File: src/rtl/comple_pkg.sv
// comple_serial shared types: operation modes and FSM states.
// Optional build macro used by the unit: COMPLE_SAT_EN.
package comple_pkg;

  typedef enum logic [1:0] {
    MODE_PASS = 2'b00,
    MODE_ONES = 2'b01,
    MODE_TWOS = 2'b10,
    MODE_ABS  = 2'b11
  } mode_e;

  typedef enum logic [1:0] {
    S_IDLE  = 2'b00,
    S_SHIFT = 2'b01,
    S_DONE  = 2'b10
  } state_e;

  // abs collapses to two's for negative operands, pass otherwise
  function automatic mode_e resolve_op(
    input logic [1:0] m,
    input logic       sign
  );
    mode_e op;
    op = mode_e'(m);
    if (op == MODE_ABS)
      op = sign ? MODE_TWOS : MODE_PASS;
    return op;
  endfunction

endpackage

File: src/rtl/comple_bit_cell.sv
// comple_bit_cell: one-bit LSB-first complement rule.
// Two's complement copies bits up to and including the first 1, then inverts.
import comple_pkg::*;

module comple_bit_cell (
  input  logic  i_b,
  input  logic  i_seen,
  input  mode_e i_op,
  output logic  o_r,
  output logic  o_seen
);

  always_comb begin
    o_r    = i_b;
    o_seen = i_seen;
    unique case (i_op)
      MODE_ONES: o_r = ~i_b;
      MODE_TWOS: begin
        o_r    = i_seen ? ~i_b : i_b;
        o_seen = i_seen | i_b;
      end
      default: ;
    endcase
  end

endmodule

File: src/rtl/comple_serial.sv
// comple_serial: bit-serial pass/one's/two's/abs unit, valid/ready in and out.
// Define COMPLE_SAT_EN to saturate the overflowing result to max positive.
import comple_pkg::*;

module comple_serial #(
  parameter int WIDTH = 8,
  parameter int CNT_W = $clog2(WIDTH)
) (
  input  logic             clk,
  input  logic             rst_n,
  input  logic             in_valid,
  output logic             in_ready,
  input  logic [WIDTH-1:0] inp,
  input  logic [1:0]       mode,
  output logic             out_valid,
  input  logic             out_ready,
  output logic [WIDTH-1:0] out,
  output logic             ovf,
  output logic             busy
);

  state_e           r_state;
  logic [WIDTH-1:0] r_sr;
  logic [WIDTH-1:0] r_res;
  logic [CNT_W-1:0] r_cnt;
  logic             r_seen;
  mode_e            r_op;
  logic             r_ovf_pend;
  logic [WIDTH-1:0] r_out;
  logic             r_ovf;
  logic             r_out_valid;
  logic             r_busy;

  mode_e            w_eff;
  logic             w_ovf_next;
  logic             w_r;
  logic             w_seen_nx;
  logic [WIDTH-1:0] w_min;
  logic [WIDTH-1:0] w_res_nx;
  logic [WIDTH-1:0] w_final;
  logic             w_last;

  assign w_min      = {1'b1, {(WIDTH-1){1'b0}}};
  assign w_eff      = resolve_op(mode, inp[WIDTH-1]);
  assign w_ovf_next = (w_eff == MODE_TWOS) && (inp == w_min);
  assign w_res_nx   = {w_r, r_res[WIDTH-1:1]};
  assign w_last     = (r_cnt == CNT_W'(WIDTH-1));

`ifdef COMPLE_SAT_EN
  assign w_final = r_ovf_pend ? {1'b0, {(WIDTH-1){1'b1}}} : w_res_nx;
`else
  assign w_final = w_res_nx;
`endif

  comple_bit_cell u_cell (
    .i_b    (r_sr[0]),
    .i_seen (r_seen),
    .i_op   (r_op),
    .o_r    (w_r),
    .o_seen (w_seen_nx)
  );

  always_ff @(posedge clk or negedge rst_n) begin
    if (!rst_n) begin
      r_state     <= S_IDLE;
      r_sr        <= '0;
      r_res       <= '0;
      r_cnt       <= '0;
      r_seen      <= 1'b0;
      r_op        <= MODE_PASS;
      r_ovf_pend  <= 1'b0;
      r_out       <= '0;
      r_ovf       <= 1'b0;
      r_out_valid <= 1'b0;
      r_busy      <= 1'b0;
    end else begin
      unique case (r_state)
        S_IDLE: begin
          if (in_valid) begin
            r_sr       <= inp;
            r_res      <= '0;
            r_cnt      <= '0;
            r_seen     <= 1'b0;
            r_op       <= w_eff;
            r_ovf_pend <= w_ovf_next;
            r_busy     <= 1'b1;
            r_state    <= S_SHIFT;
          end
        end
        S_SHIFT: begin
          r_res  <= w_res_nx;
          r_sr   <= r_sr >> 1;
          r_seen <= w_seen_nx;
          r_cnt  <= r_cnt + CNT_W'(1);
          if (w_last) begin
            r_out       <= w_final;
            r_ovf       <= r_ovf_pend;
            r_out_valid <= 1'b1;
            r_state     <= S_DONE;
          end
        end
        S_DONE: begin
          if (out_ready) begin
            r_out_valid <= 1'b0;
            r_busy      <= 1'b0;
            r_state     <= S_IDLE;
          end
        end
        default: r_state <= S_IDLE;
      endcase
    end
  end

  assign in_ready  = (r_state == S_IDLE);
  assign out_valid = r_out_valid;
  assign out       = r_out;
  assign ovf       = r_ovf;
  assign busy      = r_busy;

endmodule

File: config.mk
export PLATFORM = sky130hd
export DESIGN_NAME = comple_serial
export DESIGN_NICKNAME = d
export VERILOG_FILES = /design/src/rtl/comple_pkg.sv /design/src/rtl/comple_bit_cell.sv /design/src/rtl/comple_serial.sv
export SDC_FILE = /design/constraint.sdc
export NUM_CORES = 1
export LEC_CHECK = 0
export CAP_MARGIN = 20
export CELL_PAD_IN_SITES_DETAIL_PLACEMENT = 2
export CELL_PAD_IN_SITES_GLOBAL_PLACEMENT = 2
export CORE_MARGIN = 10
export CORE_UTILIZATION = 31
export CTS_BUF_LIST = sky130_fd_sc_hd__clkbuf_16
export CTS_CLUSTER_DIAMETER = 200
export DETAILED_ROUTE_END_ITERATION = 8
export HOLD_SLACK_MARGIN = 0.1
export PLACE_DENSITY_LB_ADDON = 0.1
export SETUP_SLACK_MARGIN = 0.05
export SKIP_CTS_REPAIR_TIMING = 1
export SLEW_MARGIN = 30
export SYNTH_ARGS = -nofsm -noshare
export SYNTH_HDL_FRONTEND = slang
export SYNTH_SLANG_ARGS = --single-unit
File: constraint.sdc
create_clock -name clk -period 1.5 [get_ports clk]
set_input_delay 0.225 -clock clk [delete_from_list [all_inputs] [get_ports clk]]
set_output_delay 0.225 -clock clk [all_outputs]
set_load 0.01 [all_outputs]
==> key figures <==
CTS
  – Clock latency on the worst-skew pair: 0.27 ns
  – Bufs on Longest Clock Path: 2
  – Cts bufs inserted: 5
  – H-tree levels: 2
  – CTS tree: yes
  – Clock Sinks: 35
  – Clock transition at path regs: 0.06 ns
  – CTS Root Buffer Type: clkbuf_16

Worst setup path
  – Reg2Reg Capture Point: out[2]$_DFFE_PN0P_
  – Worst Setup Start Kind: register
  – Crit path top cell by count: ha_4
  – Max incr delay on CP: 0.42 ns
  – CP cell instances: ha_4 > ha_4 > nand3b_1 > buf_12 > mux2_4
  – CP arrival: 1.67 ns
  – Crit path kind: reg -> reg
  – Worst R2R Setup Slack: -0.01 ns
  – Crit path max fanout: 8
  – Crit path from: r_cnt[0]$_DFFE_PN0P_
  – CP endpoint kind: register
  – Buffers & Inverters on Critical Path: 1
  – R2R depth: 5
  – CP delay by family, top: flip-flops
  – Worst EP required: 1.66 ns
  – Critical R2R Launch: r_cnt[0]$_DFFE_PN0P_
  – Critical Path Slowest Stage Cell: dfrtp_1

Synthesis
  – Post-synth cell types: 25
  – Mapped Area: 1540 sq um
  – Syn Area/Cell: 11.8 sq um
  – Post-Synth Adder-Cell Area: 0.0406
  – Compound-gate portion of the synthesized area: 0.143
  – Largest family of logic cells by synthesized area: compound AO/OA/AOI/OAI gates
  – Xor and xnor area share after synthesis: 0
  – Register bit count reported by yosys: 35
  – Syn Nets: 150
  – Seq/Total Area, Yosys: 0.569
  – Post-Synth Simple-Gate Area: 0.0853
  – Multiplexer share of the synthesized area: 0.104
  – Cells after Synth: 131
  – Synth warn: 0

Timing
  – Period utilization: 1.01
  – Fin worst setup slack: -0.0104 ns
  – Final min period: 1.51 ns
  – Slew @ Worst Pin: 0.319 ns
  – Setup_tns: -0.0527 ns
  – Max-slew headroom: 0.787
  – Setup violations, final: 7
  – Hold_ws: 0.327 ns
  – Clock skew: 0.00272 ns
  – Fin. max-slew vios: 0
  – Final hold viol count: 0
  – Fmax: 662 MHz
  – RSZ-0062 raised after global routing: yes

Layout
  – Commonest cells after routing, fill and taps aside: 33 x dfrtp_1, 22 x clkdlybuf4s50_1, 16 x nand2_1, 13 x o21ai_0, 9 x inv_1
  – Diode count: 0
  – P&R area growth vs syn: 42.3%
  – Final nets: 187
  – Commonest non-fill, non-tap cell in the layout: dfrtp_1
  – Post-route cell area: 2190 sq um
  – Share of cells above drive strength 1: 0.213

Power and ir drop
  – Leak Pwr: 1.04 nW
  – Total Power: 4.34 mW
  – Power per cell area: 1980 nW/um^2
  – VDD IR max: 1.02 mV

Global route
  – Vias in the first global route: 1206
  – Largest net degree at the start of global routing: 36
  – Gr busiest metal: met2
  – Met1 Use GR: 0.116
  – First-pass GRT wire length: 6220 um
  – Global route overflow: 0
  – GRT met3 Usage: 0.0316
  – GRT Util Overall: 0.0929
  – Met2 usage: 0.147
  – Initial antenna violation count: 0

Place
  – Place WS: -0.0999 ns
  – Area after DPL: 1920 sq um
  – Final GP Congestion: 0.679
  – I/O Buffers: 25
  – Hpwl dp: 2560 um

Job
  – # Max-Cap Violations: 0

Routing
  – Via count: 1113
  – DRC Markers: 0
  – Final WL: 3850 um
  – WL/cell: 16.3 um
  – Vias per std cell: 4.72
  – ANT nets after route: 0
  – First DRT Iteration DRCs: 22
  – Drt first pass iters: 2

Floorplanning
  – Initial Util: 0.324
  – Ports: 26
  – Total Die Area: 8190 sq um
  – Chip Width: 90.5 um
  – Die span in y: 90.5 um
  – Core area: 4750 sq um
  – Row count: 25

Status
  – Status: finished with violations
  – Failing checks: setup timing

Worst hold path
  – Worst hold path type: in -> async
[routing by layer]
metal | part of all wire | vias up
met3 | 0.034 | 4
met1 | 0.47 | 563
met4 | 0.0075 | 0
li1 | - | 529
met2 | 0.49 | 17
met5 | 0 | -
[report_power, final]
group | total, mW | internal, mW | switching (mW)
clock network | 1.00 | 0.611 | 0.389
logic | 1.75 | 0.966 | 0.782
registers | 1.59 | 1.31 | 0.277
total | 4.34 | 2.89 | 1.45
[stage by stage]
stage	cells	utilization
after floorplan	131	-
after global placement	223	0.404
after detailed placement	223	0.404
after CTS	231	0.435
after global routing	236	0.461
final	236	0.461
[Yosys cell counts]
cell | number | share of area
buf_6 | 3 | 0.022
inv_1 | 9 | 0.022
a22o_1 | 8 | 0.045
o31ai_1 | 3 | 0.015
buf_2 | 3 | 0.0097
o21bai_2 | 1 | 0.0073
nor2b_1 | 2 | 0.0081
mux2_2 | 8 | 0.058
nand3_1 | 1 | 0.0032
nor4b_1 | 1 | 0.0057
nand4b_1 | 1 | 0.0057
nor2_1 | 2 | 0.0049
nor3_1 | 1 | 0.0032
dfrtp_1 | 35 | 0.57
nand3b_1 | 2 | 0.0097
buf_4 | 1 | 0.0049
o21ai_1 | 3 | 0.0097
mux2i_1 | 7 | 0.045
a221oi_1 | 1 | 0.0057
a21oi_1 | 3 | 0.0097
or3b_1 | 1 | 0.0057
nand2_1 | 16 | 0.039
o21ai_0 | 13 | 0.042
o31ai_2 | 1 | 0.0081
ha_1 | 5 | 0.041
[logic make-up after synthesis]
group                      after synthesis
DFF                                     35
muxes                                   15
and+or+nand+nor                         27
AOI/OAI and AO/OA                       33
adders and majority gates                5
buffers and inverters                   16
[worst max path at each step]
stage / to / cells after the start / slack (ns)
floorplan: out[0]$_DFFE_PN0P_ / 5 / 0.07
global placement: r_seen$_DFFE_PN0P_ / 4 / -0.08
detailed placement: r_op[1]$_DFFE_PN0P_ / 4 / -0.1
CTS: in_ready / 2 / -0.17
global route: out[6]$_DFFE_PN0P_ / 5 / -0.05
finish: out[2]$_DFFE_PN0P_ / 5 / -0.01
[state kept, by name (all words and copies together) (netlist names), 2 cells and up]
register / count
out: 8
r_cnt: 3
r_res: 7
r_op: 2
r_sr: 8
r_state: 2
[final cells by class]
type / count / area, sq um
clock buffers: 5 / 125
well taps: 67 / 83.8
inverters: 9 / 33.8
fillers: 500 / 2560
flip-flops and latches: 35 / 878
clock inverters: 3 / 20.0
repair buffers: 37 / 402
multi-input cells: 80 / 649
No activity file was read; power rests on OpenSTA's default activity.
